$ cat config.mk
export PLATFORM = sky130hd
export DESIGN_NAME = bus_break_ser
export DESIGN_NICKNAME = d
export VERILOG_FILES = /design/src/rtl/bus_break_ser.sv
export SDC_FILE = /design/constraint.sdc
export NUM_CORES = 1
export LEC_CHECK = 0
export CORE_UTILIZATION = 35
export CTS_CLUSTER_DIAMETER = 30
export DETAILED_ROUTE_END_ITERATION = 8
export PLACE_DENSITY_LB_ADDON = 0.05
export SLEW_MARGIN = 20
export SYNTH_ARGS = -nofsm -noshare
export SYNTH_HDL_FRONTEND = slang
export SYNTH_SLANG_ARGS = --single-unit
$ cat constraint.sdc
create_clock -name clk -period 1.6 [get_ports clk]
set_input_delay 0.32 -clock clk [delete_from_list [all_inputs] [get_ports clk]]
set_output_delay 0.32 -clock clk [all_outputs]
set_load 0.01 [all_outputs]
$ cat src/rtl/bus_break_ser.sv
// rtl/bus_break_ser.sv - breaks an IN_W-bit word into SLICE_W-bit slices and streams them out
//
// Purpose:
//   Accepts one word per valid/ready handshake. It then emits the word as
//   NUM_SLICES slices, one per out_valid/out_ready transfer. The slice order
//   comes from msb_first, which is latched together with the word. A new word
//   can be accepted in the same cycle as the last slice of the current word,
//   so back-to-back words stream out without a bubble.
//
// Ports:
//   clk        in   clock, rising edge
//   rst_n      in   asynchronous active-low reset
//   in_valid   in   in_data / msb_first are valid
//   in_ready   out  word accepted this cycle when in_valid is high
//   in_data    in   IN_W-bit word
//   msb_first  in   1 = most-significant slice first, 0 = least-significant first
//   out_valid  out  out_data holds a slice
//   out_ready  in   downstream accepts the slice
//   out_data   out  SLICE_W-bit slice
//   out_idx    out  slice position in emission order, 0..NUM_SLICES-1
//   out_last   out  final slice of the word
//   out_parity out  XOR of out_data; present only with BUS_BREAK_PARITY_EN
//
// Build option:
//   BUS_BREAK_PARITY_EN - adds the out_parity output.

module bus_break_ser #(
  parameter  int IN_W       = 16,
  parameter  int SLICE_W    = 4,
  localparam int NUM_SLICES = IN_W / SLICE_W,
  localparam int IDX_W      = (NUM_SLICES > 1) ? $clog2(NUM_SLICES) : 1
) (
  input  logic               clk,
  input  logic               rst_n,
  input  logic               in_valid,
  output logic               in_ready,
  input  logic [IN_W-1:0]    in_data,
  input  logic               msb_first,
  output logic               out_valid,
  input  logic               out_ready,
  output logic [SLICE_W-1:0] out_data,
  output logic [IDX_W-1:0]   out_idx,
  output logic               out_last
`ifdef BUS_BREAK_PARITY_EN
  ,
  output logic               out_parity
`endif
);

  generate
    if ((SLICE_W < 1) || (SLICE_W > IN_W) || ((IN_W % SLICE_W) != 0)) begin : g_bad_params
      $error("bus_break_ser: IN_W must be a positive multiple of SLICE_W");
    end
  endgenerate

  localparam logic [IDX_W-1:0] LAST_IDX = IDX_W'(NUM_SLICES - 1);

  typedef enum logic {S_IDLE, S_SEND} state_e;

  state_e             state_q, state_d;
  logic [IN_W-1:0]    word_q, word_d;
  logic               msb_q, msb_d;
  logic [IDX_W-1:0]   idx_q, idx_d;
  // Held low through reset and for the first edge after release, so that
  // in_ready only rises on the first clock edge after rst_n deasserts.
  logic               rdy_q;

  logic               is_last;
  logic               accept;
  logic               xfer;
  logic [IDX_W-1:0]   sel;
  logic [IN_W-1:0]    shifted;

  // State and datapath registers
  always_ff @(posedge clk or negedge rst_n) begin
    if (!rst_n) begin
      state_q <= S_IDLE;
      word_q  <= '0;
      msb_q   <= 1'b0;
      idx_q   <= '0;
      rdy_q   <= 1'b0;
    end else begin
      state_q <= state_d;
      word_q  <= word_d;
      msb_q   <= msb_d;
      idx_q   <= idx_d;
      rdy_q   <= 1'b1;
    end
  end

  // Next-state logic
  always_comb begin
    state_d = state_q;
    word_d  = word_q;
    msb_d   = msb_q;
    idx_d   = idx_q;
    unique case (state_q)
      S_IDLE: begin
        if (accept) state_d = S_SEND;
      end
      S_SEND: begin
        // A last-slice transfer with a simultaneous accept stays in SEND.
        if (xfer && is_last && !accept) state_d = S_IDLE;
      end
      default: state_d = S_IDLE;
    endcase

    if (accept) begin
      word_d = in_data;
      msb_d  = msb_first;
      idx_d  = '0;
    end else if (xfer) begin
      idx_d = is_last ? '0 : idx_q + IDX_W'(1);
    end
  end

  // Outputs and handshake decode
  always_comb begin
    is_last   = (idx_q == LAST_IDX);
    out_valid = (state_q == S_SEND);
    out_last  = out_valid && is_last;
    out_idx   = idx_q;
    in_ready  = (state_q == S_IDLE) ? rdy_q : (is_last && out_ready);
    accept    = in_valid && in_ready;
    xfer      = out_valid && out_ready;
    // Emission position to physical slice number.
    sel       = msb_q ? (LAST_IDX - idx_q) : idx_q;
    shifted   = word_q >> (sel * SLICE_W);
    out_data  = out_valid ? shifted[SLICE_W-1:0] : '0;
  end

`ifdef BUS_BREAK_PARITY_EN
  // out_data is already forced to zero outside SEND, so parity is zero there too.
  always_comb begin
    out_parity = ^out_data;
  end
`endif

endmodule

After elaboration in Yosys (flattened, before gate mapping)
Index checks and enable logic that the tools add are counted.

Bits in registers: 21. Bits of input ports: 21. Word-level logic and storage cells: 27.

Add/sub/neg operators: 2. Equal/unequal tests: 1. Shift-type cells: 1. Mux-type cells: 9. Bitwise gates (word level): 1. Reduce and logical (&&, ||, !) cells: 8.

Operators by type and width (number): 16-bit by 4-bit >> shifter with 4-bit output (1); 2-bit 2-to-1 mux (4); 1-bit logical AND (6); 4-bit 2-to-1 mux (1); 1-bit 2-to-1 mux (3); 2-bit by 1-bit adder with 2-bit output (second input constant) (1); 2-bit == test (second input constant) (1); 1-bit case mux with 2 select lines (1); 2-bit nonzero test (1); 2-bit subtractor (first input constant) (1); 1-bit logical NOT (1); 1-bit NOT (1).

Depth between registers and ports, before layout
Gate-level depths: netlist (run 1).

Depth after elaboration: 8. Depth in mapped cells: 6. Mapped depth without buffers: 5.

Worst setup path after synthesis (run 1)
No wires, ideal clock.

Path kind: register -> output. From: register idx_q[0], in the netlist out_idx[0]. To: output out_data[0]. Arrival: 1.480 ns. Required time: 1.280 ns. Setup slack: -0.200 ns. Cell stages (with the launch flop): 6. Cells stage by stage: dfrtp_1 -> buf_6 -> nor2b_1 -> mux2_2 -> a22o_1 -> a221o_1.

Word-level cells in the longest chain between the ends: 4.

RTL lines: start: declaration (RTL line 63) `logic [IDX_W-1:0] idx_q, idx_d;`; start signal: assignment (RTL line 86) `idx_q <= idx_d;`; 2-bit subtractor (RTL line 127) `sel = msb_q ? (LAST_IDX - idx_q) : idx_q;`; 2-bit 2-to-1 mux (*) (RTL line 127); 16-bit by 4-bit >> shifter with 4-bit output (*) (RTL line 128) `shifted = word_q >> (sel * SLICE_W);`; 4-bit 2-to-1 mux (*) (RTL line 129) `out_data = out_valid ? shifted[SLICE_W-1:0] : '0;`; end: declaration (RTL line 41) `output logic [SLICE_W-1:0] out_data,`.

Every way passes the cells marked *; elsewhere a longest branch is shown, timed or not.

Worst setup path after layout (run 1)
From: register idx_q[1], in the netlist out_idx[1]. To: output out_data[0].

Same word-level chain as after synthesis.

==> impl_metrics.json, run 1 <==
{
  "run_status": "complete, but fails checks",
  "violations": "negative setup slack",
  "syn-cell-area_sq_um": 1150,
  "grt_pass1_wl_um": 4250,
  "routedWlPerCell_um": 13.3,
  "drc": 0,
  "rows": 20,
  "hp-class": "input pin to asynchronous set/reset pin",
  "cts_tree": "built",
  "seq_area_frac_synth": 0.457,
  "min_period_ps": 2210,
  "grt_usage": 0.166,
  "synth_top_area_share": 0.457,
  "htree_levels": 1,
  "drt_pre_antenna_iters": 4,
  "setup_viol_count_final": 23,
  "nFillCells": 285,
  "whs_ps": 345,
  "dp_hpwl_um": 1840,
  "fin_nets": 177,
  "viasPerCell": 4.59,
  "vias": 908,
  "drt_wl_total_um": 2630,
  "worst_slack_ps": -608,
  "post-route-period-util": 1.38,
  "r2r_slack_ps": -170,
  "path_cells": "buf_4 -> or3b_2 -> o21ai_0 -> a22o_1 -> a221o_1 -> buf_2",
  "chipHeight_um": 59.4,
  "yosys-top-cells-area": "dfrtp_1, mux2_4, mux2_2",
  "grt_pass1_vias": 958,
  "synth_common_cells": "dfrtp_1, mux2_2, mux2_4, mux2i_1, nand2_1",
  "synth_top_family_by_area": "multiplexers",
  "antenna_found_initial": 0,
  "r2r_cells": 9,
  "peakVddDrop_v": 0.000739,
  "path_clk_slew_ps": 130,
  "slew_violations": 0,
  "design.core.area_sq_um": 3080,
  "slowest_stage": "or3b_2",
  "synth_mux_area_frac": 0.300,
  "reg2reg_to": "msb_q$_DFFE_PN0P_",
  "endpoint_kind": "primary output",
  "cp_slowest_stage_delay_ps": 430,
  "fmax_ghz": 0.453,
  "worst-path-max-fanout": 4,
  "async_reset_ff_frac": 1.00,
  "cts_made_buffers": 3,
  "fp.dieW_um": 59.4,
  "crit_type": "flip-flop to primary output",
  "drv_cap": 0,
  "p_per_area_nw_per_um2": 1890,
  "clockBufferDepth": 2,
  "yosysWarningCount": 0,
  "grt_setup_unrepaired": "yes",
  "yosys_register_bits": 21,
  "yosysTopAreaCell": "dfrtp_1",
  "portBuffers": 29,
  "clk_latency_ps": 320,
  "synth_simple_gate_area_frac": 0.0978,
  "start_kind": "flip-flop",
  "postSynthAreaPerCell_sq_um": 12.8,
  "synthCells": 90,
  "gr-total-overflow": 0,
  "io-pin-count": 30,
  "grt_start_max_net_pins": 22,
  "place_area_sq_um": 1650,
  "insertedDiodeCount": 0,
  "synth-main-ff-cell": "dfrtp_1",
  "area_growth_pct": 58.6,
  "synth-edff-count": 0,
  "synth-adder-area-share": 0.0109,
  "critPathRequiredTime_ps": 1280,
  "ys_types": 28,
  "leakage_nw": 0.908,
  "fin_area_sq_um": 1830,
  "clkSinkCount": 21,
  "synthXorXnorAreaFrac": 0,
  "yosysMostFrequentCell": "dfrtp_1",
  "synth-compound-area-share": 0.0761,
  "drive_gt1_frac": 0.500,
  "gp_congestion": 0.757,
  "r2r-start": "out_idx[1]$_DFFE_PN0P_",
  "drt_iter0_drc": 16,
  "cp.arrival_ps": 1890,
  "root_buffer": "clkbuf_4",
  "antenna_left": 0,
  "finClkSkew_ps": 6.42,
  "fp.dieArea_sq_um": 3520,
  "syn_nets": 112,
  "finalHoldViolations": 0,
  "start_util": 0.374
}
[routing by layer]
| layer | vias to the layer above | GRT usage | part of all wire |
|---|---|---|---|
| li1 | 447 | - | - |
| met1 | 436 | 0.202 | 0.45 |
| met2 | 21 | 0.292 | 0.50 |
| met3 | 4 | 0.0328 | 0.039 |
| met4 | 0 | 0.0510 | 0.011 |
| met5 | - | 0 | 0 |
[critical path: cells and delay by family, from the launching register on]
| family | cells | cell delay (ps) |
|---|---|---|
| compound gates | 3 | 450 |
| buf+inv | 2 | 260 |
| simple gates | 1 | 430 |
| flops | 1 | 420 |
[registers in the layout, indices dropped and copies added, names as in the netlist]
register,cells
out_idx,2
word_q,16
rdy_q,1
msb_q,1
out_valid,1
[worst max path at each step]
stage / slack [ps] / from / end / depth (start not counted)
after global placement: -530 / msb_q$_DFFE_PN0P_ / out_data[0] / 5
after CTS: -610 / msb_q$_DFFE_PN0P_ / out_data[3] / 6
after detailed placement: -560 / msb_q$_DFFE_PN0P_ / out_data[0] / 5
after global routing: -670 / msb_q$_DFFE_PN0P_ / out_data[3] / 6
after floorplan: -190 / out_idx[0]$_DFFE_PN0P_ / out_data[0] / 5
final: -610 / out_idx[1]$_DFFE_PN0P_ / out_data[0] / 6
[metrics by stage]
step	total power [mW]	util	worst slack [ps]	instances	TNS, ps
global route	3.69	0.593	-673	198	-6370
CTS	3.43	0.590	-611	197	-4490
detailed placement	2.89	0.535	-560	181	-5370
finish	3.45	0.593	-608	198	-5100
global placement	2.85	0.535	-533	181	-4970
floorplan	2.07	-	-185	90	-376
[cell usage in the layout, fill, tap and decap left out, types with 2 or more instances in the layout]
cell type        netlist  routed
nor3b_1                2       2
o21ai_0                3       2
a21oi_1                2       2
nor2b_4                0       2
a221o_1                2       2
a22o_1                 2       2
clkdlybuf4s50_1        0      20
clkbuf_4               0       3
nor2_1                 5       5
mux2_2                 9       2
buf_6                  3       7
inv_1                  3       3
nand2_1                6       5
dfrtp_1               21      20
buf_4                  2      28
buf_2                  0       6
mux2_4                 9      16
mux4_2                 1       2
mux2i_1                6       6
buf_12                 0       2
[where the power goes]
group,switching (mW),total (mW),internal [mW]
registers,0.184,0.975,0.791
clock network,0.176,0.269,0.0936
logic,0.823,2.20,1.38
[final cells by class]
class,instances,area (sq um),area share
Multi-Input combinational cell,60,628,0.344
Timing Repair Buffer,65,573,0.314
Sequential cell,21,527,0.289
Tap cell,44,55.1,0.0302
Clock buffer,3,22.5,0.0123
Inverter,4,15.0,0.00822
Clock inverter,1,5.00,0.00274
[cells by family after synthesis]
| family | Yosys count |
|---|---|
| mux | 26 |
| compound gates | 11 |
| simple gates | 21 |
| buf+inv | 9 |
| flops | 21 |
| fa+ha+maj | 1 |
| other cells | 1 |
[what timing repair did]
action,CTS,global route
hold buffers,0,0
resized for setup,54,4
pin swaps,8,5
endpoints found under the hold margin,0,0
endpoints found under the setup margin,26,24
setup buffers,12,2
cloned,0,0
(Power assumes the default switching activity.)
==> inputs of run 2 (changes only) <==
--- a/config.mk
+++ b/config.mk
@@ -5,10 +5,11 @@
 export SDC_FILE = /design/constraint.sdc
 export NUM_CORES = 1
 export LEC_CHECK = 0
+export CORE_ASPECT_RATIO = 1.2
 export CORE_UTILIZATION = 35
 export CTS_CLUSTER_DIAMETER = 30
 export DETAILED_ROUTE_END_ITERATION = 8
-export PLACE_DENSITY_LB_ADDON = 0.05
+export PLACE_DENSITY_LB_ADDON = 0.2
 export SLEW_MARGIN = 20
 export SYNTH_ARGS = -nofsm -noshare
 export SYNTH_HDL_FRONTEND = slang
==> impl_metrics.json, run 2 (synthesized netlist as in run 1, its figures left out) <==
{
  "grt_pass1_vias": 946,
  "gr-total-overflow": 0,
  "fp.dieW_um": 54.4,
  "antenna_found_initial": 0,
  "setup_viol_count_final": 23,
  "path_clk_slew_ps": 120,
  "grt_pass1_wl_um": 4240,
  "leakage_nw": 0.911,
  "hp-class": "input pin to asynchronous set/reset pin",
  "endpoint_kind": "primary output",
  "grt_start_max_net_pins": 22,
  "fp.dieArea_sq_um": 3520,
  "cts_tree": "built",
  "antenna_left": 0,
  "place_area_sq_um": 1610,
  "grt_usage": 0.166,
  "power.total_mw": 3.52,
  "area_growth_pct": 60.5,
  "drt_wl_total_um": 2600,
  "gp_congestion": 0.753,
  "vias": 911,
  "rows": 22,
  "grt_setup_unrepaired": "yes",
  "cts_made_buffers": 3,
  "r2r_cells": 9,
  "drt_iter0_drc": 4,
  "min_period_ps": 2150,
  "insertedDiodeCount": 0,
  "crit_type": "flip-flop to primary output",
  "drc": 0,
  "root_buffer": "clkbuf_4",
  "io-pin-count": 30,
  "finalHoldViolations": 0,
  "worst_slack_ps": -550,
  "layout_common_cells": "buf_4, clkdlybuf4s50_1, dfrtp_1, mux2_4, buf_6",
  "whs_ps": 343,
  "run_status": "complete, but fails checks",
  "routedWlPerCell_um": 14.0,
  "chipHeight_um": 64.8,
  "clkSinkCount": 21,
  "multi_input_area_sq_um": 661,
  "fmax_ghz": 0.465,
  "critPathRequiredTime_ps": 1280,
  "start_kind": "flip-flop",
  "cp.arrival_ps": 1830,
  "final_common_cell": "buf_4",
  "htree_levels": 1,
  "regArea_sq_um": 528,
  "nFillCells": 257,
  "design.core.area_sq_um": 3080,
  "p_per_area_nw_per_um2": 1910,
  "fin_area_sq_um": 1850,
  "worst-path-max-fanout": 5,
  "violations": "negative setup slack",
  "peakVddDrop_v": 0.00106,
  "dp_hpwl_um": 1720,
  "slew_violations": 0,
  "largest_reg_flops": 16,
  "drive_gt1_frac": 0.527,
  "clockBufferDepth": 2,
  "viasPerCell": 4.90,
  "top_register": "word_q",
  "portBuffers": 29,
  "post-route-period-util": 1.34,
  "finClkSkew_ps": 9.09,
  "drt_pre_antenna_iters": 2,
  "start_util": 0.373,
  "clk_latency_ps": 300,
  "drv_cap": 0,
  "fin_nets": 173
}
[run 2: changes by cell type in the layout (fill, tap and decap cells not counted), moves of 2 or more]
cell	change
mux2_2	-2
o21ai_2	+3
mux2_4	+2
o21ai_0	-2
nor3b_1	-2
nor3b_2	+2
buf_4	-6
[run 2: layout make-up]
class	count	share of cell area
Clock buffer	3	0.0122
Clock inverter	1	0.00271
Inverter	4	0.00812
Multi-Input combinational cell	60	0.357
Sequential cell	21	0.286
Tap cell	36	0.0244
Timing Repair Buffer	61	0.309
[run 2: timing repair]
item | CTS | global route
buffers inserted | 9 | 5
resized for setup | 59 | 10
endpoints found under the setup margin | 26 | 24
pin swaps | 5 | 5
endpoints found under the hold margin | 0 | 0
gates cloned | 1 | 0
hold buffers | 0 | 0
[run 2: critical path: stages (launching register included)]
cell	delay (ps)
dfrtp_2	430
buf_6	130
nor2b_4	120
mux2_4	260
a22o_1	190
a221o_1	280
buf_2	140
[run 2: power by group]
group / leakage, nW / switching (mW) / internal [mW]
Combinational: 0.646 / 0.867 / 1.42
Clock: 0.0177 / 0.161 / 0.0931
Sequential: 0.247 / 0.188 / 0.793
[run 2: path summary, 6_finish.rpt]
| path | startpoint | endpoint | slack, ps |
|---|---|---|---|
| setup / recovery | out_idx[0]$_DFFE_PN0P_ | out_data[3] | -550 |
| hold / removal | rst_n | msb_q$_DFFE_PN0P_ | 340 |
| setup reg to reg | out_idx[0]$_DFFE_PN0P_ | word_q[12]$_DFFE_PN0P_ | -130 |
| hold reg to reg | word_q[2]$_DFFE_PN0P_ | word_q[2]$_DFFE_PN0P_ | 530 |
| max in group asynchronous | rst_n | out_idx[0]$_DFFE_PN0P_ | 1020 |
| min in group clk | word_q[2]$_DFFE_PN0P_ | word_q[2]$_DFFE_PN0P_ | 530 |
[run 2: metal layers]
layer	wire, um	global-route usage	part of all wire	vias up
li1	-	-	-	438
met1	1130	0.212	0.43	454
met2	1380	0.279	0.53	17
met3	77	0.0141	0.030	2
met4	14	0.0673	0.0054	0
met5	0	0	0	-
[run 2: metrics by stage]
stage / worst slack, ps / util / TNS (ps) / instances
floorplan: -185 / - / -376 / 90
global placement: -520 / 0.521 / -5020 / 169
detailed placement: -532 / 0.521 / -5190 / 169
CTS: -560 / 0.582 / -4000 / 183
global route: -619 / 0.599 / -5280 / 186
finish: -550 / 0.599 / -4180 / 186
